===== src/rtl/vpu_pkg.sv =====
// Shared VPU definitions: operand width, lane count and FP driver types.
package vpu_pkg;

    localparam int OPERAND_WIDTH = 16;
    localparam int VPU_LANES     = 8;

    localparam logic [OPERAND_WIDTH-1:0] BF16_QNAN = 16'h7FC0;

    typedef enum logic [1:0] {
        ST_IDLE,
        ST_ISSUE,
        ST_DRAIN,
        ST_OUT
    } fp_drv_state_t;

endpackage


===== src/rtl/vpu_fp_drv_collector.sv =====
// In-order result collector: lane register file plus collect index.
module vpu_fp_drv_collector
    import vpu_pkg::*;
#(
    parameter int LANES = VPU_LANES
) (
    input  logic                           clk,
    input  logic                           rst_n,
    input  logic                           clear_i,
    input  logic                           en_i,
    input  logic                           done_i,
    input  logic [OPERAND_WIDTH-1:0]       result_i,
    input  logic                           fill_i,
    output logic                           last_o,
    output logic                           all_o,
    output logic [LANES*OPERAND_WIDTH-1:0] data_o
);

    localparam int IW = $clog2(LANES + 1);
    localparam int LW = $clog2(LANES);

    logic [LANES-1:0][OPERAND_WIDTH-1:0] lane_q, lane_d;
    logic [IW-1:0]                       idx_q, idx_d;
    logic                                take;

    assign all_o  = (idx_q == IW'(LANES));
    assign take   = en_i & done_i & ~all_o;
    assign last_o = take & (idx_q == IW'(LANES - 1));
    assign data_o = lane_q;

    always_comb begin
        lane_d = lane_q;
        idx_d  = idx_q;
        if (clear_i) begin
            idx_d = '0;
        end else if (fill_i) begin
            // Lanes the FU never answered are poisoned with qNaN.
            for (int i = 0; i < LANES; i++) begin
                if (IW'(i) >= idx_q) lane_d[i] = BF16_QNAN;
            end
            idx_d = IW'(LANES);
        end else if (take) begin
            lane_d[idx_q[LW-1:0]] = result_i;
            idx_d                 = idx_q + 1'b1;
        end
    end

    always_ff @(posedge clk or negedge rst_n) begin
        if (!rst_n) begin
            lane_q <= '0;
            idx_q  <= '0;
        end else begin
            lane_q <= lane_d;
            idx_q  <= idx_d;
        end
    end

endmodule


===== src/rtl/vpu_fp_unit_driver.sv =====
// Streams a BF16 vector through a single-operand FP unit and regathers it.
// Define VPU_FP_DRV_TIMEOUT_EN to enable the DRAIN timeout with qNaN fill.
module vpu_fp_unit_driver
    import vpu_pkg::*;
#(
    parameter int LANES          = VPU_LANES,
    parameter int TIMEOUT_CYCLES = 64
) (
    input  logic                           clk,
    input  logic                           rst_n,
    input  logic                           src_valid_i,
    output logic                           src_ready_o,
    input  logic [LANES*OPERAND_WIDTH-1:0] src_data_i,
    output logic                           fu_start_o,
    output logic [OPERAND_WIDTH-1:0]       fu_op_o,
    input  logic                           fu_done_i,
    input  logic [OPERAND_WIDTH-1:0]       fu_result_i,
    output logic                           dst_valid_o,
    input  logic                           dst_ready_i,
    output logic [LANES*OPERAND_WIDTH-1:0] dst_data_o,
    output logic                           busy_o,
    output logic                           timeout_o
);

    localparam int IW = $clog2(LANES + 1);
    localparam int LW = $clog2(LANES);

    fp_drv_state_t                       state_q, state_d;
    logic [LANES-1:0][OPERAND_WIDTH-1:0] src_q, src_d;
    logic [IW-1:0]                       issue_idx_q, issue_idx_d;
    logic                                start_q, start_d;
    logic [OPERAND_WIDTH-1:0]            op_q, op_d;
    logic                                timeout_q, timeout_d;
    logic                                clear, collect_en;
    logic                                last, all_done, tmo_hit;

    assign collect_en = (state_q == ST_ISSUE) || (state_q == ST_DRAIN);

`ifdef VPU_FP_DRV_TIMEOUT_EN
    localparam int TW = $clog2(TIMEOUT_CYCLES + 1);
    logic [TW-1:0] tmo_cnt_q, tmo_cnt_d;

    assign tmo_hit = (state_q == ST_DRAIN) && !fu_done_i &&
                     (tmo_cnt_q == TW'(TIMEOUT_CYCLES - 1));

    always_comb begin
        tmo_cnt_d = tmo_cnt_q + 1'b1;
        if (state_q != ST_DRAIN || fu_done_i || tmo_hit) tmo_cnt_d = '0;
    end

    always_ff @(posedge clk or negedge rst_n) begin
        if (!rst_n) tmo_cnt_q <= '0;
        else        tmo_cnt_q <= tmo_cnt_d;
    end
`else
    // Never fires; DRAIN waits for the FU indefinitely.
    assign tmo_hit = (TIMEOUT_CYCLES < 0);
`endif

    always_comb begin
        state_d     = state_q;
        src_d       = src_q;
        issue_idx_d = issue_idx_q;
        start_d     = 1'b0;
        op_d        = op_q;
        timeout_d   = timeout_q;
        clear       = 1'b0;
        unique case (state_q)
            ST_IDLE: begin
                if (src_valid_i) begin
                    src_d       = src_data_i;
                    start_d     = 1'b1;
                    op_d        = src_data_i[OPERAND_WIDTH-1:0];
                    issue_idx_d = IW'(1);
                    timeout_d   = 1'b0;
                    clear       = 1'b1;
                    state_d     = ST_ISSUE;
                end
            end
            ST_ISSUE: begin
                // The strobe-free tail cycle lets a fast FU finish in ISSUE.
                if (last) begin
                    state_d = ST_OUT;
                end else if (issue_idx_q != IW'(LANES)) begin
                    start_d     = 1'b1;
                    op_d        = src_q[issue_idx_q[LW-1:0]];
                    issue_idx_d = issue_idx_q + 1'b1;
                end else if (!start_q) begin
                    state_d = ST_DRAIN;
                end
            end
            ST_DRAIN: begin
                if (last || all_done) begin
                    state_d = ST_OUT;
                end else if (tmo_hit) begin
                    timeout_d = 1'b1;
                    state_d   = ST_OUT;
                end
            end
            ST_OUT: begin
                if (dst_ready_i) state_d = ST_IDLE;
            end
            default: state_d = ST_IDLE;
        endcase
    end

    always_ff @(posedge clk or negedge rst_n) begin
        if (!rst_n) begin
            state_q     <= ST_IDLE;
            src_q       <= '0;
            issue_idx_q <= '0;
            start_q     <= 1'b0;
            op_q        <= '0;
            timeout_q   <= 1'b0;
        end else begin
            state_q     <= state_d;
            src_q       <= src_d;
            issue_idx_q <= issue_idx_d;
            start_q     <= start_d;
            op_q        <= op_d;
            timeout_q   <= timeout_d;
        end
    end

    vpu_fp_drv_collector #(
        .LANES(LANES)
    ) u_collector (
        .clk     (clk),
        .rst_n   (rst_n),
        .clear_i (clear),
        .en_i    (collect_en),
        .done_i  (fu_done_i),
        .result_i(fu_result_i),
        .fill_i  (tmo_hit),
        .last_o  (last),
        .all_o   (all_done),
        .data_o  (dst_data_o)
    );

    assign src_ready_o = rst_n & (state_q == ST_IDLE);
    assign fu_start_o  = start_q;
    assign fu_op_o     = op_q;
    assign dst_valid_o = (state_q == ST_OUT);
    assign busy_o      = (state_q != ST_IDLE);
    assign timeout_o   = timeout_q;

endmodule


===== config.mk =====
export PLATFORM = sky130hd
export DESIGN_NAME = vpu_fp_unit_driver
export DESIGN_NICKNAME = d
export VERILOG_FILES = /design/src/rtl/vpu_pkg.sv /design/src/rtl/vpu_fp_drv_collector.sv /design/src/rtl/vpu_fp_unit_driver.sv
export SDC_FILE = /design/constraint.sdc
export NUM_CORES = 1
export LEC_CHECK = 0
export CORE_MARGIN = 1.5
export CORE_UTILIZATION = 51
export CTS_BUF_LIST = sky130_fd_sc_hd__clkbuf_8
export DETAILED_ROUTE_END_ITERATION = 10
export GPL_TIMING_DRIVEN = 0
export PLACE_DENSITY = 0.89
export SYNTH_ARGS = -nofsm -noshare
export SYNTH_HDL_FRONTEND = slang
export SYNTH_SLANG_ARGS = --single-unit

===== constraint.sdc =====
create_clock -name clk -period 3.4 [get_ports clk]
set_input_delay 0.68 -clock clk [delete_from_list [all_inputs] [get_ports clk]]
set_output_delay 0.68 -clock clk [all_outputs]
set_load 0.01 [all_outputs]

==> results.sh <==
export IMPL_finalNonFillerCells=1757
export IMPL_clk_path_buf_depth=3
export IMPL_crit_fanout=10
export IMPL_row_count=56
export IMPL_arrival_ns=3.56
export IMPL_tightest_slew_ns=0.748
export IMPL_clk_latency_ns=0.57
export IMPL_rrSetupSlack_ns=0.27
export IMPL_synth_fp_nets=1212
export IMPL_cts_buffers=46
export IMPL_p_per_area_mw_per_mm2=943
export IMPL_netlist_area_leader_share=0.586
export IMPL_design_area_mm2=0.0165
export IMPL_htreeDepth=2
export IMPL_initial_core_util=0.518
export IMPL_p_leak_nw=7.74
export IMPL_via_per_inst=5.38
export IMPL_vias=9454
export IMPL_seqPwrFrac=0.376
export IMPL_grt_pass1_vias=9719
export IMPL_drt_wl_total_um=34200
export IMPL_dp_cells=1672
export IMPL_antenna_found_initial=3
export IMPL_final_common_cell="nand2_1"
export IMPL_remaining_drc_errors=0
export IMPL_layout_setup_ws_ns=0.267
export IMPL_cp_required_ns=3.83
export IMPL_grtUsageTotal=0.284
export IMPL_die_x_um=157
export IMPL_fin_crit_sh=0.922
export IMPL_ys_seq_area_frac=0.586
export IMPL_reg2reg_depth=9
export IMPL_critical_path_class="reg2reg"
export IMPL_final_util=0.707
export IMPL_switching_share=0.346
export IMPL_synth_edf_count=0
export IMPL_place_area_mm2=0.0155
export IMPL_drtPass1Iterations=4
export IMPL_fin_crit_ns=3.13
export IMPL_synth_area_top_cells="dfrtp_1, nand2_1, mux2_2"
export IMPL_overflow=0
export IMPL_cts_root_buf="clkbuf_8"
export IMPL_nFillCells=1567
export IMPL_clockPowerShare=0.198
export IMPL_avgSynthCellArea_um2=11.5
export IMPL_place_congestion=0.906
export IMPL_dp_worst_setup_slack_ns=0.119
export IMPL_cts_hold_fix_buffers=0
export IMPL_setup_viol=0
export IMPL_rsz0062_at_grt="no"
export IMPL_yosysTopAreaCell="dfrtp_1"
export IMPL_place_hpwl_um=25300
export IMPL_holdCritPathClass="in2async"
export IMPL_ir_worst_vdd_mv=0.397
export IMPL_wl_per_cell_um=19.5
export IMPL_power_total_mw=15.6
export IMPL_synthDistinctLibCells=48
export IMPL_combPwrFrac=0.426
export IMPL_holdWs_ns=0.0838
export IMPL_syn_area_mm2=0.0121
export IMPL_synthFlopType="dfrtp_1"
export IMPL_cts_resized=0
export IMPL_relSlewSlack=0.500
export IMPL_final_cell_mix="nand2_1, clkdlybuf4s50_1, dfrtp_1, mux2_2, clkbuf_8"
export IMPL_power_switching_mw=5.39
export IMPL_setup_tns_ns=0
export IMPL_drtIter0Drc=679
export IMPL_intPower_mw=10.2
export IMPL_cp_end_kind="flip-flop"
export IMPL_r2r_start="issue_idx_q[1]"
export IMPL_maxSlewViolCount=0
export IMPL_ys_warn_count=0
export IMPL_postCtsSetupBuffers=0
export IMPL_path_clk_slew_ns=0.07
export IMPL_start_kind="flip-flop"
export IMPL_hold_violations=0
export IMPL_synth_seq_cells=283
export IMPL_critical_path_startpoint="issue_idx_q[1]"
export IMPL_nNetsFinal=1558
export IMPL_synth_async_sr_flop_share=1.00
export IMPL_syn2layout_area_growth_pct=36.5
export IMPL_outcome="finished clean"
export IMPL_max_freq_mhz=319
export IMPL_tritoncts="yes"
export IMPL_core_mm2=0.0233
export IMPL_r2r_end="fu_op_o[10]"
export IMPL_numPortBuffers=296
export IMPL_dieArea_mm2=0.0246
export IMPL_final_antenna_net_count=0
export IMPL_skew_ns=0.0312
export IMPL_grt_pass1_wl_um=53100
export IMPL_die_height_um=157
export IMPL_maxCapViolCount=0
export IMPL_synthCells=1055
export IMPL_ios=298
export IMPL_layout_drive_gt1_share=0.196
export IMPL_grt_start_max_net_pins=105
export IMPL_clock_sinks=283
flip-flops by register name, summed over array words and instances (netlist names):
name / count
u_collector.idx_q: 4
fu_op_o: 16
fu_start_o: 1
issue_idx_q: 4
state_q: 2
u_collector.data_o: 128
src_q: 128
cell usage after synthesis (3+ instances only):
| library cell | instances |
|---|---|
| buf_6 | 8 |
| mux2_4 | 10 |
| nand2_1 | 420 |
| buf_1 | 6 |
| clkbuf_1 | 34 |
| buf_2 | 11 |
| or3_1 | 3 |
| nand3_1 | 5 |
| a31oi_1 | 17 |
| o21ai_0 | 3 |
| mux4_2 | 32 |
| dfrtp_1 | 283 |
| mux2_2 | 136 |
| ha_1 | 8 |
| inv_1 | 9 |
| nor2_1 | 27 |
final cells by class:
cell class                      count  area (um2)  share of cell area
Inverter                           10        37.5             0.00227
Sequential cell                   283        7080               0.429
Clock inverter                     24         171              0.0104
Clock buffer                       59         812              0.0492
Tap cell                          319         399              0.0242
Multi-Input combinational cell    701        4660               0.282
Buffer                             61         310              0.0188
Timing Repair Buffer              298        3020               0.183
Antenna cell                        2        5.00            0.000303
power by group through the flow:
| stage | registers, mW | logic [mW] | clock network (mW) |
|---|---|---|---|
| global placement | 5.74 | 6.35 | 0 |
| finish | 5.85 | 6.64 | 3.08 |
| global route | 5.99 | 7.16 | 3.29 |
| detailed placement | 5.85 | 6.61 | 0 |
| CTS | 5.81 | 6.64 | 3.13 |
| floorplan | 5.98 | 3.33 | 0 |
worst max-delay path by stage:
stage	cells after the start	endpoint	slack, ns
final	9	fu_op_o[10]	0.27
after global routing	9	fu_op_o[11]	0.15
after CTS	9	fu_op_o[12]	0.11
after detailed placement	9	fu_op_o[8]	0.12
after global placement	1	src_q[90]	-10.02
after floorplan	9	fu_op_o[10]	0.81
layer usage:
metal / track usage / routed length (um)
met1: 0.353 / 13100
met4: 0.142 / 1720
met2: 0.479 / 16700
met3: 0.0540 / 2610
met5: 0 / 13
kinds of logic (layout without fill, tap and decap cells):
| logic type | after synthesis | in the layout | share of synthesized area |
|---|---|---|---|
| simple gates | 475 | 475 | 0.156 |
| flops | 283 | 283 | 0.586 |
| mux | 180 | 180 | 0.200 |
| buf+inv | 71 | 452 | 0.0288 |
| compound gates | 34 | 34 | 0.0184 |
| fa+ha+maj | 8 | 8 | 0.00828 |
| xor+xnor | 3 | 3 | 0.00217 |
| other cells | 1 | 3 | 0.000310 |
worst max-delay path, stage by stage (launching register included):
cell and delay [ns]:
dfrtp_1 0.39, clkbuf_1 0.21, clkinv_1 0.23, clkbuf_1 0.44, ha_1 0.26, nand2_1 0.09
o22a_1 0.25, o21ai_2 0.37, buf_2 0.37, mux2_2 0.37
Note: power is estimated with default switching activity, not from simulation.
